**src/rtl/vga_tile_render_if.sv**
```systemverilog
// Board RAM read bus between the tile renderer (master) and the board RAM (slave).
// The RAM is synchronous-read: mem_rdata reflects mem_addr one clock later.
interface vga_tile_render_if #(
  parameter int ADDR_W = 10
);
  logic [ADDR_W-1:0] mem_addr;
  logic [2:0]        mem_rdata;

  modport master (output mem_addr, input mem_rdata);
  modport slave  (input mem_addr, output mem_rdata);
endinterface

```
**src/rtl/vga_tile_render.sv**
```systemverilog
// vga_tile_render: pixel stage behind the VGA timing generator. Tracks which
// board cell the current pixel falls in, reads that cell's code from the
// board RAM, and drives registered 12-bit RGB with syncs delayed to match.
// Also produces a one-clock frame tick at the start of vertical blank.
module vga_tile_render #(
  parameter int CELL_PX   = 20,
  parameter int GRID_W    = 32,
  parameter int GRID_H    = 24,
  parameter int ADDR_W    = 10,
  parameter int SHOW_GRID = 1
) (
  input  logic              clk,
  input  logic              rst_n,
  input  logic              pix_en,
  input  logic [9:0]        hcount,
  input  logic [9:0]        vcount,
  input  logic              de_in,
  input  logic              hsync_in,
  input  logic              vsync_in,
  vga_tile_render_if.master board,
  output logic [3:0]        vga_r,
  output logic [3:0]        vga_g,
  output logic [3:0]        vga_b,
  output logic              vga_hs,
  output logic              vga_vs,
  output logic              frame_tick
);

  localparam int SUB_W = $clog2(CELL_PX);
  localparam int CX_W  = $clog2(GRID_W);
  localparam int CY_W  = $clog2(GRID_H);

  localparam logic [SUB_W-1:0] SUB_LAST = SUB_W'(CELL_PX - 1);
  localparam logic [CX_W-1:0]  CX_LAST  = CX_W'(GRID_W - 1);
  localparam logic [CY_W-1:0]  CY_LAST  = CY_W'(GRID_H - 1);
  // First line of vertical blank (one past the last visible line).
  localparam logic [9:0]       V_BLANK  = 10'(GRID_H * CELL_PX);

  // Stage 1 state: position inside the cell and the cell coordinates.
  logic [SUB_W-1:0] sub_x_r, sub_y_r;
  logic [CX_W-1:0]  cx_r;
  logic [CY_W-1:0]  cy_r;
  logic [SUB_W-1:0] sub_x_s, sub_y_s;
  logic [CX_W-1:0]  cx_s;
  logic [CY_W-1:0]  cy_s;
  logic             e1_s;

  // Stage 1 delayed flags.
  logic e1_r, de1_r, hs1_r, vs1_r;
  // Stage 2: captured cell code and flags.
  logic [2:0] code2_r;
  logic       e2_r, de2_r, hs2_r, vs2_r;

  // Map a cell code to its colour; blanking and grid lines handled here.
  function automatic logic [11:0] cell_colour(input logic [2:0] code,
                                              input logic       on_edge,
                                              input logic       visible);
    logic [11:0] c;
    if (!visible) begin
      c = 12'h000;
    end else begin
      case (code)
        3'd0:    c = ((SHOW_GRID != 0) && on_edge) ? 12'h222 : 12'h000;
        3'd1:    c = 12'h0C0;
        3'd2:    c = 12'h0F4;
        3'd3:    c = 12'hF20;
        3'd4:    c = 12'h88F;
        default: c = 12'hF0F;
      endcase
    end
    return c;
  endfunction

  // Next cell position: restart on line/frame start, step and wrap otherwise,
  // holding the last cell through blanking so the address stays in range.
  always_comb begin
    sub_x_s = sub_x_r;
    cx_s    = cx_r;
    sub_y_s = sub_y_r;
    cy_s    = cy_r;
    if (hcount == 10'd0) begin
      sub_x_s = {SUB_W{1'b0}};
      cx_s    = {CX_W{1'b0}};
      if (vcount == 10'd0) begin
        sub_y_s = {SUB_W{1'b0}};
        cy_s    = {CY_W{1'b0}};
      end else if (sub_y_r == SUB_LAST) begin
        sub_y_s = {SUB_W{1'b0}};
        cy_s    = (cy_r == CY_LAST) ? cy_r : cy_r + CY_W'(1);
      end else begin
        sub_y_s = sub_y_r + SUB_W'(1);
      end
    end else if (sub_x_r == SUB_LAST) begin
      sub_x_s = {SUB_W{1'b0}};
      cx_s    = (cx_r == CX_LAST) ? cx_r : cx_r + CX_W'(1);
    end else begin
      sub_x_s = sub_x_r + SUB_W'(1);
    end
    e1_s = (sub_x_s == {SUB_W{1'b0}}) || (sub_y_s == {SUB_W{1'b0}});
  end

  // Stage 1: commit cell position, issue the RAM address, delay timing flags.
  always_ff @(posedge clk or negedge rst_n) begin
    if (!rst_n) begin
      sub_x_r        <= {SUB_W{1'b0}};
      sub_y_r        <= {SUB_W{1'b0}};
      cx_r           <= {CX_W{1'b0}};
      cy_r           <= {CY_W{1'b0}};
      board.mem_addr <= {ADDR_W{1'b0}};
      e1_r           <= 1'b0;
      de1_r          <= 1'b0;
      hs1_r          <= 1'b1;
      vs1_r          <= 1'b1;
    end else if (pix_en) begin
      sub_x_r        <= sub_x_s;
      sub_y_r        <= sub_y_s;
      cx_r           <= cx_s;
      cy_r           <= cy_s;
      board.mem_addr <= ADDR_W'({cy_s, cx_s});
      e1_r           <= e1_s;
      de1_r          <= de_in;
      hs1_r          <= hsync_in;
      vs1_r          <= vsync_in;
    end
  end

  // Stage 2: capture the cell code returned by the RAM alongside its flags.
  always_ff @(posedge clk or negedge rst_n) begin
    if (!rst_n) begin
      code2_r <= 3'd0;
      e2_r    <= 1'b0;
      de2_r   <= 1'b0;
      hs2_r   <= 1'b1;
      vs2_r   <= 1'b1;
    end else if (pix_en) begin
      code2_r <= board.mem_rdata;
      e2_r    <= e1_r;
      de2_r   <= de1_r;
      hs2_r   <= hs1_r;
      vs2_r   <= vs1_r;
    end
  end

  // Stage 3: decode colour into the output registers with matching syncs.
  always_ff @(posedge clk or negedge rst_n) begin
    if (!rst_n) begin
      vga_r  <= 4'h0;
      vga_g  <= 4'h0;
      vga_b  <= 4'h0;
      vga_hs <= 1'b1;
      vga_vs <= 1'b1;
    end else if (pix_en) begin
      {vga_r, vga_g, vga_b} <= cell_colour(code2_r, e2_r, de2_r);
      vga_hs <= hs2_r;
      vga_vs <= vs2_r;
    end
  end

  // Frame tick: one clock after the step that starts vertical blank.
  always_ff @(posedge clk or negedge rst_n) begin
    if (!rst_n) begin
      frame_tick <= 1'b0;
    end else if (pix_en && (hcount == 10'd0) && (vcount == V_BLANK)) begin
      frame_tick <= 1'b1;
    end else begin
      frame_tick <= 1'b0;
    end
  end

endmodule

```
**src/flat_wrapper.sv**
```systemverilog
// flat-port wrapper written by rule: the top's interface ports become plain ports
module vga_tile_render_flat 
#(
  parameter int CELL_PX   = 20,
  parameter int GRID_W    = 32,
  parameter int GRID_H    = 24,
  parameter int ADDR_W    = 10,
  parameter int SHOW_GRID = 1
)
  (clk, rst_n, pix_en, hcount, vcount, de_in, hsync_in, vsync_in, vga_r, vga_g, vga_b, vga_hs, vga_vs, frame_tick, board_mem_addr, board_mem_rdata);
  vga_tile_render_if #(.ADDR_W(ADDR_W)) board_i ();
  input  logic clk;
  input  logic rst_n;
  input  logic pix_en;
  input  logic [9:0] hcount;
  input  logic [9:0] vcount;
  input  logic de_in;
  input  logic hsync_in;
  input  logic vsync_in;
  output logic [3:0] vga_r;
  output logic [3:0] vga_g;
  output logic [3:0] vga_b;
  output logic vga_hs;
  output logic vga_vs;
  output logic frame_tick;
  output wire logic [$bits(board_i.mem_addr)-1:0] board_mem_addr;
  input wire logic [$bits(board_i.mem_rdata)-1:0] board_mem_rdata;
  assign board_mem_addr = board_i.mem_addr;
  assign board_i.mem_rdata = board_mem_rdata;
  vga_tile_render #(.CELL_PX(CELL_PX), .GRID_W(GRID_W), .GRID_H(GRID_H), .ADDR_W(ADDR_W), .SHOW_GRID(SHOW_GRID)) u_core (.clk(clk), .rst_n(rst_n), .pix_en(pix_en), .hcount(hcount), .vcount(vcount), .de_in(de_in), .hsync_in(hsync_in), .vsync_in(vsync_in), .board(board_i), .vga_r(vga_r), .vga_g(vga_g), .vga_b(vga_b), .vga_hs(vga_hs), .vga_vs(vga_vs), .frame_tick(frame_tick));
endmodule
```
**config.mk**
```make
export PLATFORM = sky130hd
export DESIGN_NAME = vga_tile_render_flat
export DESIGN_NICKNAME = d
export VERILOG_FILES = /design/src/rtl/vga_tile_render_if.sv /design/src/rtl/vga_tile_render.sv /design/src/flat_wrapper.sv
export SDC_FILE = /design/constraint.sdc
export NUM_CORES = 1
export LEC_CHECK = 0
export BUFFER_PORTS_ARGS = -buffer_cell sky130_fd_sc_hd__buf_4
export CORE_UTILIZATION = 55
export DETAILED_ROUTE_END_ITERATION = 16
export GPL_TIMING_DRIVEN = 0
export PLACE_DENSITY = 0.85
export SETUP_SLACK_MARGIN = 0.4
export SYNTH_ARGS = -nofsm -noshare
export SYNTH_HDL_FRONTEND = slang
export SYNTH_SLANG_ARGS = --single-unit
```
**constraint.sdc**
```tcl
create_clock -name clk -period 4.8 [get_ports clk]
set_input_delay 0.96 -clock clk [delete_from_list [all_inputs] [get_ports clk]]
set_output_delay 0.96 -clock clk [all_outputs]
set_load 0.01 [all_outputs]
```
==> summary.txt <==
Synth
  • Async set-reset flop share out of synthesis: between 90% and 100%
  • Post-synth EDFFs: 0
  • Share of the synthesized area in the top cell type: roughly two fifths
  • Dominant synthesized flop cell: dfrtp_1
  • Cell count after synthesis: approximately 230
  • Mapped Area: between 2000 and 2500 µm²
  • Yosys warning total: 0
  • Sequential element share of the synthesized area: 48.05%
  • Area contributors post-synth: dfrtp_1, dfstp_2, o21ai_0, mux2_2, nand2_1
  • Flops & latches, synth: 44
  • Cell taking the most area after synthesis: dfrtp_1
  • Syn nets: approximately 270
  • Yosys cell types: between 40 and 50
  • Mapped Avg Cell Area: between 9 and 10 µm²

Clock network
  • Clk sinks: 44
  • Setup Buffers After CTS: 0
  • Hold bufs inserted after CTS: 0
  • Longest Clk Path Bufs: 2
  • Cts repair resizes: 0
  • Cts bufs inserted: 5
  • Clk Latency, worst-skew pair: about 300 ps
  • CTS Root Cell: clkbuf_8
  • CTS tree: done
  • H-tree Lvls: 2
  • Worst-path clk slew: 90 ps

Power
  • Worst VDD drop: approximately 0.33 mV
  • Power Density: between 300 and 400 nW/µm²
  • Total net switching power: 310.4 µW
  • Final Total Pwr: approximately 1000 µW
  • Reg power frac: around 47%
  • P_leak: between 0.001 and 0.0015 µW
  • Clock network fraction of total power: between 20% and 30%
  • Sw frac: between 20 and 30%
  • Internal: 731.2 µW
  • Share of total power in combinational logic: between 20% and 30%

Cells and area
  • Core Util, Final: between 70% and 80%
  • Layout area overhead: 24.89%
  • Fin nets: about 330
  • Fin cells: approximately 340
  • N_diodes: 0
  • Share of layout cells above drive strength 1: a little under a third

STA
  • Clock skew: approximately 11 ps
  • Max Slew Vio Count: 0
  • Unrepaired setup endpoints after global routing: no
  • # setup viols final: 0
  • Tmin final: about 2200 ps
  • Period utilization: between 40 and 50%
  • Headroom to the max-slew limit: between 60% and 70%
  • Setup TNS: 0 ps
  • Worst-Margin Slew: ~540 ps
  • Final hold vios: 0
  • Fmax: between 400 and 500 MHz

Die
  • Die area: 4458 µm²
  • Initial Util: slightly below 60%
  • Ports: 54
  • Die X-Extent: between 60 and 70 µm
  • Die height: roughly 67 µm
  • Core box area: about 4000 µm²
  • Core Rows: 23

Min path
  • Hold path depth: 1
  • Min-delay worst type: reg -> reg
  • Hold wc startpoint: u_core.vga_r[1]$_DFFE_PN0P_
  • Worst hold endpoint: u_core.vga_r[1]$_DFFE_PN0P_

Setup path
  • R2R Setup Slk: 2840 ps
  • Crit Reg-Reg Startpoint: u_core.cx_r[0]$_DFFE_PN0P_
  • Arr. time, crit path: approximately 2400 ps
  • Crit Path Class: in -> reg
  • R2r worst-path depth: 6
  • Crit end category: flip-flop
  • RR Endpoint: u_core.cx_r[0]$_DFFE_PN0P_
  • Worst Path Max Fanout: 10
  • CP startpoint kind: input port
  • Worst EP required: between 4000 and 5000 ps

Place
  • Routability cong.: 0.8507
  • I/O Buffers: 52
  • HPWL after detailed placement: between 3000 and 4000 µm
  • Dpl cells: about 330

Route
  • Met3 routed wirelength: around 250 µm
  • Drt via density: 5.813
  • # DRC: 0
  • Antenna viol nets, final: 0
  • Top sig layer: met4
  • Post-Route M1 WL: roughly 2200 µm
  • WL per Instance: ~15 µm
  • Total Wirelength: approximately 5000 µm
  • Via count: 1,988
  • Starting DRT DRC Count: about 110
  • Detailed Routing Iterations Pass 1: 4
  • Routed wl met2: 2512 µm

Global routing
  • Vias in the first global route: 1,857
  • Largest net degree at the start of global routing: 45
  • Total GRT Usage: between 20 and 25%
  • Initial antenna violation count: 0
  • Grt total ovfl: 0
  • First-pass GRT wire length: between 8000 and 9000 µm

Outcome
  • Outcome: finished, final reports clean

Flow run
  • Max-cap viol count: 0
[worst max-delay path, stage by stage]
cell	delay [ps]
buf_4	110
nor4_1	350
and3_1	230
buf_6	150
nor2_2	50
a32o_1	290
mux2_2	270
[through the flow]
| stage | setup slack (ps) | instance area (µm²) | hold WS, ps |
|---|---|---|---|
| 6_report | 2572 | 2882 | 498.9 |
| 5_1_grt | 2403 | 2882 | 517.2 |
| 4_1_cts | 2596 | 2882 | 502.2 |
| 3_5_place_dp | 2283 | 2760 | 482.5 |
| 3_3_place_gp | 2362 | 2760 | 478.9 |
| 2_1_floorplan | 2573 | 2307 | 475.0 |
[layer usage]
layer	track usage, %	vias up
met1	30.64	959
met5	0	-
met4	9.840	0
met3	5.822	6
li1	-	965
met2	40.53	58
[cell usage in the layout (no fill, tap or decap), types with 2 or more instances in the layout]
cell type	Yosys	routed
o2bb2ai_1	5	5
dfstp_2	6	6
and3_1	7	7
nor4_1	3	3
a22o_1	3	3
inv_1	13	13
nor2_1	8	8
o31ai_1	3	3
o21ai_0	27	27
nand4bb_1	2	2
a21oi_1	12	12
clkbuf_8	0	6
nand4_1	6	6
nor3_1	3	3
a31oi_1	3	3
clkbuf_1	9	9
nor2b_1	7	7
mux2_2	12	12
nand2b_1	4	4
nand2_1	17	17
ha_1	5	5
buf_4	3	55
nand3_1	11	11
o211ai_1	2	2
dfrtp_1	38	38
nor4_2	3	3
a32o_1	3	3
[layout make-up]
class	count	area [µm²]
clock buffer	6	82.58
clock inverter	2	38.79
sequential	44	1109
multi-input combinational	161	1077
inverter	13	48.80
buffer	14	72.57
timing repair buffer	52	390.4
tap	50	62.56
fill	321	1119
[state kept, by name, summed over array words and instances, names as in the netlist]
| register | flops |
|---|---|
| u_core.cy_r | 5 |
| u_core.sub_x_r | 5 |
| u_core.sub_y_r | 5 |
| u_core.cx_r | 4 |
| u_core.vga_g | 4 |
| u_core.code2_r | 3 |
| u_core.vga_b | 3 |
| u_core.vga_r | 3 |
| u_core.board.mem_addr | 1 |
| u_core.de1_r | 1 |
| u_core.de2_r | 1 |
| u_core.e1_r | 1 |
| u_core.e2_r | 1 |
| u_core.frame_tick | 1 |
| u_core.hs1_r | 1 |
| u_core.hs2_r | 1 |
| u_core.vga_hs | 1 |
| u_core.vga_vs | 1 |
| u_core.vs1_r | 1 |
| u_core.vs2_r | 1 |
[worst max-delay path by stage]
stage,end,slack (ps),start
after floorplan,u_core.sub_y_r[2]$_DFFE_PN0P_,2570,vcount[1]
after global placement,u_core.sub_y_r[3]$_DFFE_PN0P_,2360,hcount[7]
after detailed placement,u_core.sub_y_r[2]$_DFFE_PN0P_,2280,vcount[5]
after CTS,u_core.sub_y_r[2]$_DFFE_PN0P_,2600,vcount[5]
after global routing,u_core.sub_y_r[3]$_DFFE_PN0P_,2400,hcount[7]
final,u_core.sub_y_r[2]$_DFFE_PN0P_,2570,vcount[5]
[synthesized netlist by cell type, types with 4 or more instances]
cell type and instances:
o21ai_0 27, nand3_1 11, nor2_1 8, clkbuf_1 9
nor2b_1 7, inv_1 13, mux2_2 12, and3_1 7
o2bb2ai_1 5, dfrtp_1 38, a21oi_1 12, nand2_1 17
nand4_1 6, nand2b_1 4, dfstp_2 6, ha_1 5
[cell families (layout without fill, tap and decap cells)]
group	count (synthesis)	count (layout)	share of synthesized area [%]
adders and majority gates	5	5	2.711
DFF	44	44	48.05
xor gates and xnor gates	1	1	0.3797
and+or+nand+nor	75	75	18.55
muxes	13	13	6.291
AOI/OAI and AO/OA	67	67	18.76
buffers and inverters	27	87	5.260
[power by group through the flow]
stage | sequential (µW) | clock (µW) | combinational, µW
6_report | 485 | 302 | 254
5_1_grt | 491 | 321 | 284
4_1_cts | 484 | 304 | 256
3_5_place_dp | 490 | 0 | 256
3_3_place_gp | 486 | 0 | 241
2_1_floorplan | 492 | 0 | 142
Power figures use the tool's default switching activity.
